### config.mk
export PLATFORM = sky130hd
export DESIGN_NAME = arbitro_rr_flat
export DESIGN_NICKNAME = d
export VERILOG_FILES = /design/src/rtl/arbitro_rr_if.sv /design/src/rtl/arbitro_rr.sv /design/src/flat_wrapper.sv
export SDC_FILE = /design/constraint.sdc
export NUM_CORES = 1
export LEC_CHECK = 0
export BUFFER_PORTS_ARGS = -buffer_cell sky130_fd_sc_hd__buf_2
export CORE_MARGIN = 2
export CORE_UTILIZATION = 48
export CTS_CLUSTER_DIAMETER = 60
export CTS_CLUSTER_SIZE = 28
export DETAILED_ROUTE_END_ITERATION = 8
export PLACE_DENSITY = 0.83
export SLEW_MARGIN = 20
export SYNTH_ARGS = -nofsm -noshare
export SYNTH_HDL_FRONTEND = slang
export SYNTH_SLANG_ARGS = --single-unit
### constraint.sdc
create_clock -name clk -period 9 [get_ports clk]
set_input_delay 2.25 -clock clk [delete_from_list [all_inputs] [get_ports clk]]
set_output_delay 2.25 -clock clk [all_outputs]
set_load 0.01 [all_outputs]
### src/rtl/arbitro_rr_if.sv
// Bundle of source-FIFO, destination-FIFO and status signals around the round-robin arbiter.
// The slave modport is the arbiter side; the master modport is the surrounding FIFO fabric.
interface arbitro_rr_if #(
  parameter int DATA_WIDTH = 6
);
  logic [3:0]            state;
  logic [3:0]            empty_naranja;
  logic [DATA_WIDTH-1:0] data_in0;
  logic [DATA_WIDTH-1:0] data_in1;
  logic [DATA_WIDTH-1:0] data_in2;
  logic [DATA_WIDTH-1:0] data_in3;
  logic [3:0]            almost_full;
  logic [3:0]            pop;
  logic [3:0]            push;
  logic [DATA_WIDTH-1:0] data_out;
  logic [1:0]            grant;
  logic                  idle;

  modport master (
    output state, empty_naranja, data_in0, data_in1, data_in2, data_in3, almost_full,
    input  pop, push, data_out, grant, idle
  );

  modport slave (
    input  state, empty_naranja, data_in0, data_in1, data_in2, data_in3, almost_full,
    output pop, push, data_out, grant, idle
  );
endinterface

### src/rtl/arbitro_rr.sv
// Round-robin arbiter moving head words from four FWFT source FIFOs to four destination FIFOs.
// Pop is combinational from the current heads; push/data_out/grant follow one cycle later.
module arbitro_rr #(
  parameter int DATA_WIDTH = 6,
  parameter int DEST_LSB   = 4
) (
  input  logic          clk,
  input  logic          reset,
  arbitro_rr_if.slave   bus
);

  logic                  enabled;
  logic [DATA_WIDTH-1:0] data_in_arr [4];
  logic [1:0]            dest_arr [4];
  logic [3:0]            eligible;

  logic [1:0]            ptr_reg;
  logic [3:0]            push_reg;
  logic [DATA_WIDTH-1:0] data_out_reg;
  logic [1:0]            grant_reg;
  logic                  idle_reg;

  logic                  found_next;
  logic [1:0]            sel_next;
  logic [1:0]            scan_idx;
  logic [3:0]            pop_next;

  assign data_in_arr[0] = bus.data_in0;
  assign data_in_arr[1] = bus.data_in1;
  assign data_in_arr[2] = bus.data_in2;
  assign data_in_arr[3] = bus.data_in3;

  // Non-one-hot state values fall through to disabled.
  assign enabled = (bus.state == 4'b0100) || (bus.state == 4'b1000);

  generate
    for (genvar gi = 0; gi < 4; gi++) begin : g_src
      assign dest_arr[gi] = data_in_arr[gi][DEST_LSB+1:DEST_LSB];
      assign eligible[gi] = enabled && !bus.empty_naranja[gi] && !bus.almost_full[dest_arr[gi]];
      assign pop_next[gi] = found_next && (sel_next == 2'(gi));
    end
  endgenerate

  always_comb begin
    found_next = 1'b0;
    sel_next   = 2'd0;
    scan_idx   = 2'd0;
    for (int k = 0; k < 4; k++) begin
      scan_idx = ptr_reg + 2'(k);
      if (!found_next && eligible[scan_idx]) begin
        found_next = 1'b1;
        sel_next   = scan_idx;
      end
    end
    if (reset) begin
      found_next = 1'b0;
    end
  end

  always_ff @(posedge clk or posedge reset) begin
    if (reset) begin
      ptr_reg      <= 2'd0;
      push_reg     <= 4'b0000;
      data_out_reg <= '0;
      grant_reg    <= 2'd0;
      idle_reg     <= 1'b1;
    end else begin
      if (found_next) begin
        data_out_reg <= data_in_arr[sel_next];
        push_reg     <= 4'b0001 << dest_arr[sel_next];
        grant_reg    <= sel_next;
        ptr_reg      <= sel_next + 2'd1;
      end else begin
        push_reg     <= 4'b0000;
      end
      idle_reg <= (&bus.empty_naranja) && !found_next;
    end
  end

  assign bus.pop      = pop_next;
  assign bus.push     = push_reg;
  assign bus.data_out = data_out_reg;
  assign bus.grant    = grant_reg;
  assign bus.idle     = idle_reg;

endmodule

### src/flat_wrapper.sv
// flat-port wrapper written by rule: the top's interface ports become plain ports
module arbitro_rr_flat 
#(
  parameter int DATA_WIDTH = 6,
  parameter int DEST_LSB   = 4
)
  (clk, reset, bus_state, bus_empty_naranja, bus_data_in0, bus_data_in1, bus_data_in2, bus_data_in3, bus_almost_full, bus_pop, bus_push, bus_data_out, bus_grant, bus_idle);
  arbitro_rr_if #(.DATA_WIDTH(DATA_WIDTH)) bus_i ();
  input  logic clk;
  input  logic reset;
  input wire logic [$bits(bus_i.state)-1:0] bus_state;
  input wire logic [$bits(bus_i.empty_naranja)-1:0] bus_empty_naranja;
  input wire logic [$bits(bus_i.data_in0)-1:0] bus_data_in0;
  input wire logic [$bits(bus_i.data_in1)-1:0] bus_data_in1;
  input wire logic [$bits(bus_i.data_in2)-1:0] bus_data_in2;
  input wire logic [$bits(bus_i.data_in3)-1:0] bus_data_in3;
  input wire logic [$bits(bus_i.almost_full)-1:0] bus_almost_full;
  output wire logic [$bits(bus_i.pop)-1:0] bus_pop;
  output wire logic [$bits(bus_i.push)-1:0] bus_push;
  output wire logic [$bits(bus_i.data_out)-1:0] bus_data_out;
  output wire logic [$bits(bus_i.grant)-1:0] bus_grant;
  output wire logic [$bits(bus_i.idle)-1:0] bus_idle;
  assign bus_i.state = bus_state;
  assign bus_i.empty_naranja = bus_empty_naranja;
  assign bus_i.data_in0 = bus_data_in0;
  assign bus_i.data_in1 = bus_data_in1;
  assign bus_i.data_in2 = bus_data_in2;
  assign bus_i.data_in3 = bus_data_in3;
  assign bus_i.almost_full = bus_almost_full;
  assign bus_pop = bus_i.pop;
  assign bus_push = bus_i.push;
  assign bus_data_out = bus_i.data_out;
  assign bus_grant = bus_i.grant;
  assign bus_idle = bus_i.idle;
  arbitro_rr #(.DATA_WIDTH(DATA_WIDTH), .DEST_LSB(DEST_LSB)) u_core (.clk(clk), .reset(reset), .bus(bus_i));
endmodule
==> impl_metrics.env <==
export IMPL_grt_use_total=0.2187
export IMPL_drc=0
export IMPL_hold_viol_final=0
export IMPL_syn_avg_cell_area_um2=11.07
export IMPL_netlist_area_mm2=0.001096
export IMPL_worst_endpoint_arrival_ns=4.44
export IMPL_synth_seq_cells=15
export IMPL_drive_above_1_share=0.5097
export IMPL_fill_cells=186
export IMPL_syn_to_final_growth_pct=29.68
export IMPL_hold_class="reg -> reg"
export IMPL_cts_sinks=15
export IMPL_nets=198
export IMPL_cts_tree="built"
export IMPL_chipWidth_um=51.79
export IMPL_synth_cell_types=37
export IMPL_tns_ns=0
export IMPL_initial_core_util=0.5003
export IMPL_largest_register_ffs=6
export IMPL_gp_congestion=0.8972
export IMPL_vias=1002
export IMPL_htreeDepth=1
export IMPL_drt_wirelength_per_cell_um=14.55
export IMPL_core_area_mm2=0.002191
export IMPL_io_buffers=54
export IMPL_path_max_fanout=10
export IMPL_critPathCaptureType="primary output"
export IMPL_grt_ovfl_total=0
export IMPL_dieArea_mm2=0.002682
export IMPL_status="finished, final reports clean"
export IMPL_critPathLaunchType="input port"
export IMPL_drt_iter0_markers=22
export IMPL_cts_clk_slew_worst_paths_ns=0.10
export IMPL_cap_violations=0
export IMPL_dr_pass1_iters=4
export IMPL_core_rowCount=17
export IMPL_vias_per_cell=5.475
export IMPL_mostFrequentLayoutCells="buf_2, dfrtp_1, mux2i_1, nand2_1"
export IMPL_leakage_nw=0.7127
export IMPL_grt_pass1_vias=990
export IMPL_max_freq_mhz=149.4
export IMPL_clk_latency_ns=0.29
export IMPL_antenna_found_initial=0
export IMPL_rsz0062_at_grt="false"
export IMPL_post_cts_resize_count=0
export IMPL_cts_root_buffer="clkbuf_4"
export IMPL_yosysWarnings=0
export IMPL_wl_mm=2.663
export IMPL_syn_num_nets=141
export IMPL_yosysSeqAreaShare=0.3436
export IMPL_crit_type="in -> out"
export IMPL_grt_pass1_wl_mm=4.409
export IMPL_die_h_um=51.79
export IMPL_powerDensity_mw_per_mm2=165.0
export IMPL_worstMarginPinSlew_ns=0.6344
export IMPL_top_level_ports=55
export IMPL_hold_buffers=0
export IMPL_maxSlewHeadroom=0.5741
export IMPL_critical_path_required_ns=6.75
export IMPL_final_common_cell="buf_2"
export IMPL_setup_viol_count_final=0
export IMPL_ant_nets=0
export IMPL_cts_buffer_depth=2
export IMPL_synthCells=99
export IMPL_post_cts_buffers=0
export IMPL_grt_max_degree=17
export IMPL_total_power_w=0.0002345
export IMPL_cts_inserted_buffers=3
export IMPL_ir_worst_vdd_v=0.0001168
export IMPL_finalClockSkew_ns=0.003079
export IMPL_hpwlAfterDp_mm=2.084
export IMPL_maxSlewViolCount=0
export IMPL_antenna_cells=0
export IMPL_min_period_ns=6.692
export IMPL_period_share=0.7436
critical path, stage by stage:
cell       delay [ns]
buf_2            0.10
xnor2_1          0.52
o31a_1           0.19
a2bb2oi_1        0.29
a32oi_4          0.15
nor2_4           0.35
inv_1            0.12
ha_1             0.21
and2_1           0.13
buf_2            0.13
cells by family after synthesis:
family                     Yosys count  synth area share
DFF                                 15            0.3436
buffers and inverters                5           0.01713
AOI/OAI and AO/OA                   21            0.1598
xor gates and xnor gates             1          0.007992
adders and majority gates            4           0.04566
muxes                               21            0.2397
and+or+nand+nor                     32            0.1861
cells in the mapped netlist:
library cell,count,area (um2)
a21boi_0,1,7.510
a21o_1,1,7.510
a21oi_1,4,20.02
a21oi_2,2,17.52
a22oi_1,1,7.510
a2bb2oi_1,1,8.760
a32oi_4,1,27.53
and2_1,4,25.02
and3_1,2,12.51
and4_1,1,8.760
clkbuf_1,2,7.510
dfrtp_1,14,350.3
dfstp_2,1,26.28
ha_1,4,50.05
inv_1,3,11.26
mux2_2,5,56.30
mux2_4,1,15.01
mux2i_1,11,110.1
mux2i_2,1,13.76
mux4_2,3,67.56
nand2_1,9,33.78
nand2b_1,2,12.51
nor2_1,3,11.26
nor2_4,1,11.26
nor2b_1,1,6.260
nor3_1,3,15.01
nor4_4,2,42.54
o21a_1,1,7.510
o21ai_1,1,5.000
o21ai_4,1,16.27
o22ai_1,5,31.28
o31a_1,1,8.760
o31a_2,1,10.01
or2_0,1,6.260
or2_1,1,6.260
or2_2,2,12.51
xnor2_1,1,8.760
per-layer routing:
layer,vias to the layer above,GRT usage,wire (um)
met5,-,0,0
li1,481,-,-
met3,6,0.03161,165
met2,41,0.3526,1268
met4,0,0.06579,29
met1,474,0.3044,1199
where the power goes:
group          leakage [nW]  switching (W)  internal [W]
registers             0.186      0.0000111     0.0000840
logic                 0.509      0.0000508     0.0000492
clock network        0.0177      0.0000231     0.0000165
metrics by stage:
stage / std cells / util / setup slack [ns] / instance area [um2] / hold WS (ns)
after global routing: 183 / 0.6488 / 2.181 / 1421 / 0.5084
after global placement: 179 / 0.6362 / 2.420 / 1394 / 0.4603
after detailed placement: 179 / 0.6362 / 2.347 / 1394 / 0.4716
after floorplan: 99 / - / 2.732 / 1096 / 0.4980
final: 183 / 0.6488 / 2.308 / 1421 / 0.4935
after CTS: 183 / 0.6488 / 2.337 / 1421 / 0.4958
path summary, 6_finish.rpt:
| kind | start | end | slack, ns | depth (start not counted) |
|---|---|---|---|---|
| hold reg to reg | u_core.bus.grant[1] | u_core.bus.grant[1] | 0.49 | 1 |
| hold / removal | u_core.bus.grant[1] | u_core.bus.grant[1] | 0.49 | 1 |
| setup reg to reg | u_core.ptr_reg[0] | u_core.bus.push[2] | 6.77 | 7 |
| min in group asynchronous | reset | u_core.bus.push[2] | 2.03 | 2 |
| max in group asynchronous | reset | u_core.bus.data_out[2] | 6.57 | 2 |
| setup / recovery | bus_state[2] | bus_pop[2] | 2.31 | 10 |
cell type report:
type	count	area [um2]	area share
tap	28	35.03	0.02465
timing repair buffer	54	270.3	0.1901
sequential	15	376.6	0.2650
clock buffer	3	22.52	0.01585
clock inverter	1	5.005	0.003521
inverter	3	11.26	0.007923
multi-input combinational	79	700.7	0.4930
No activity file was read; power rests on OpenSTA's default activity.
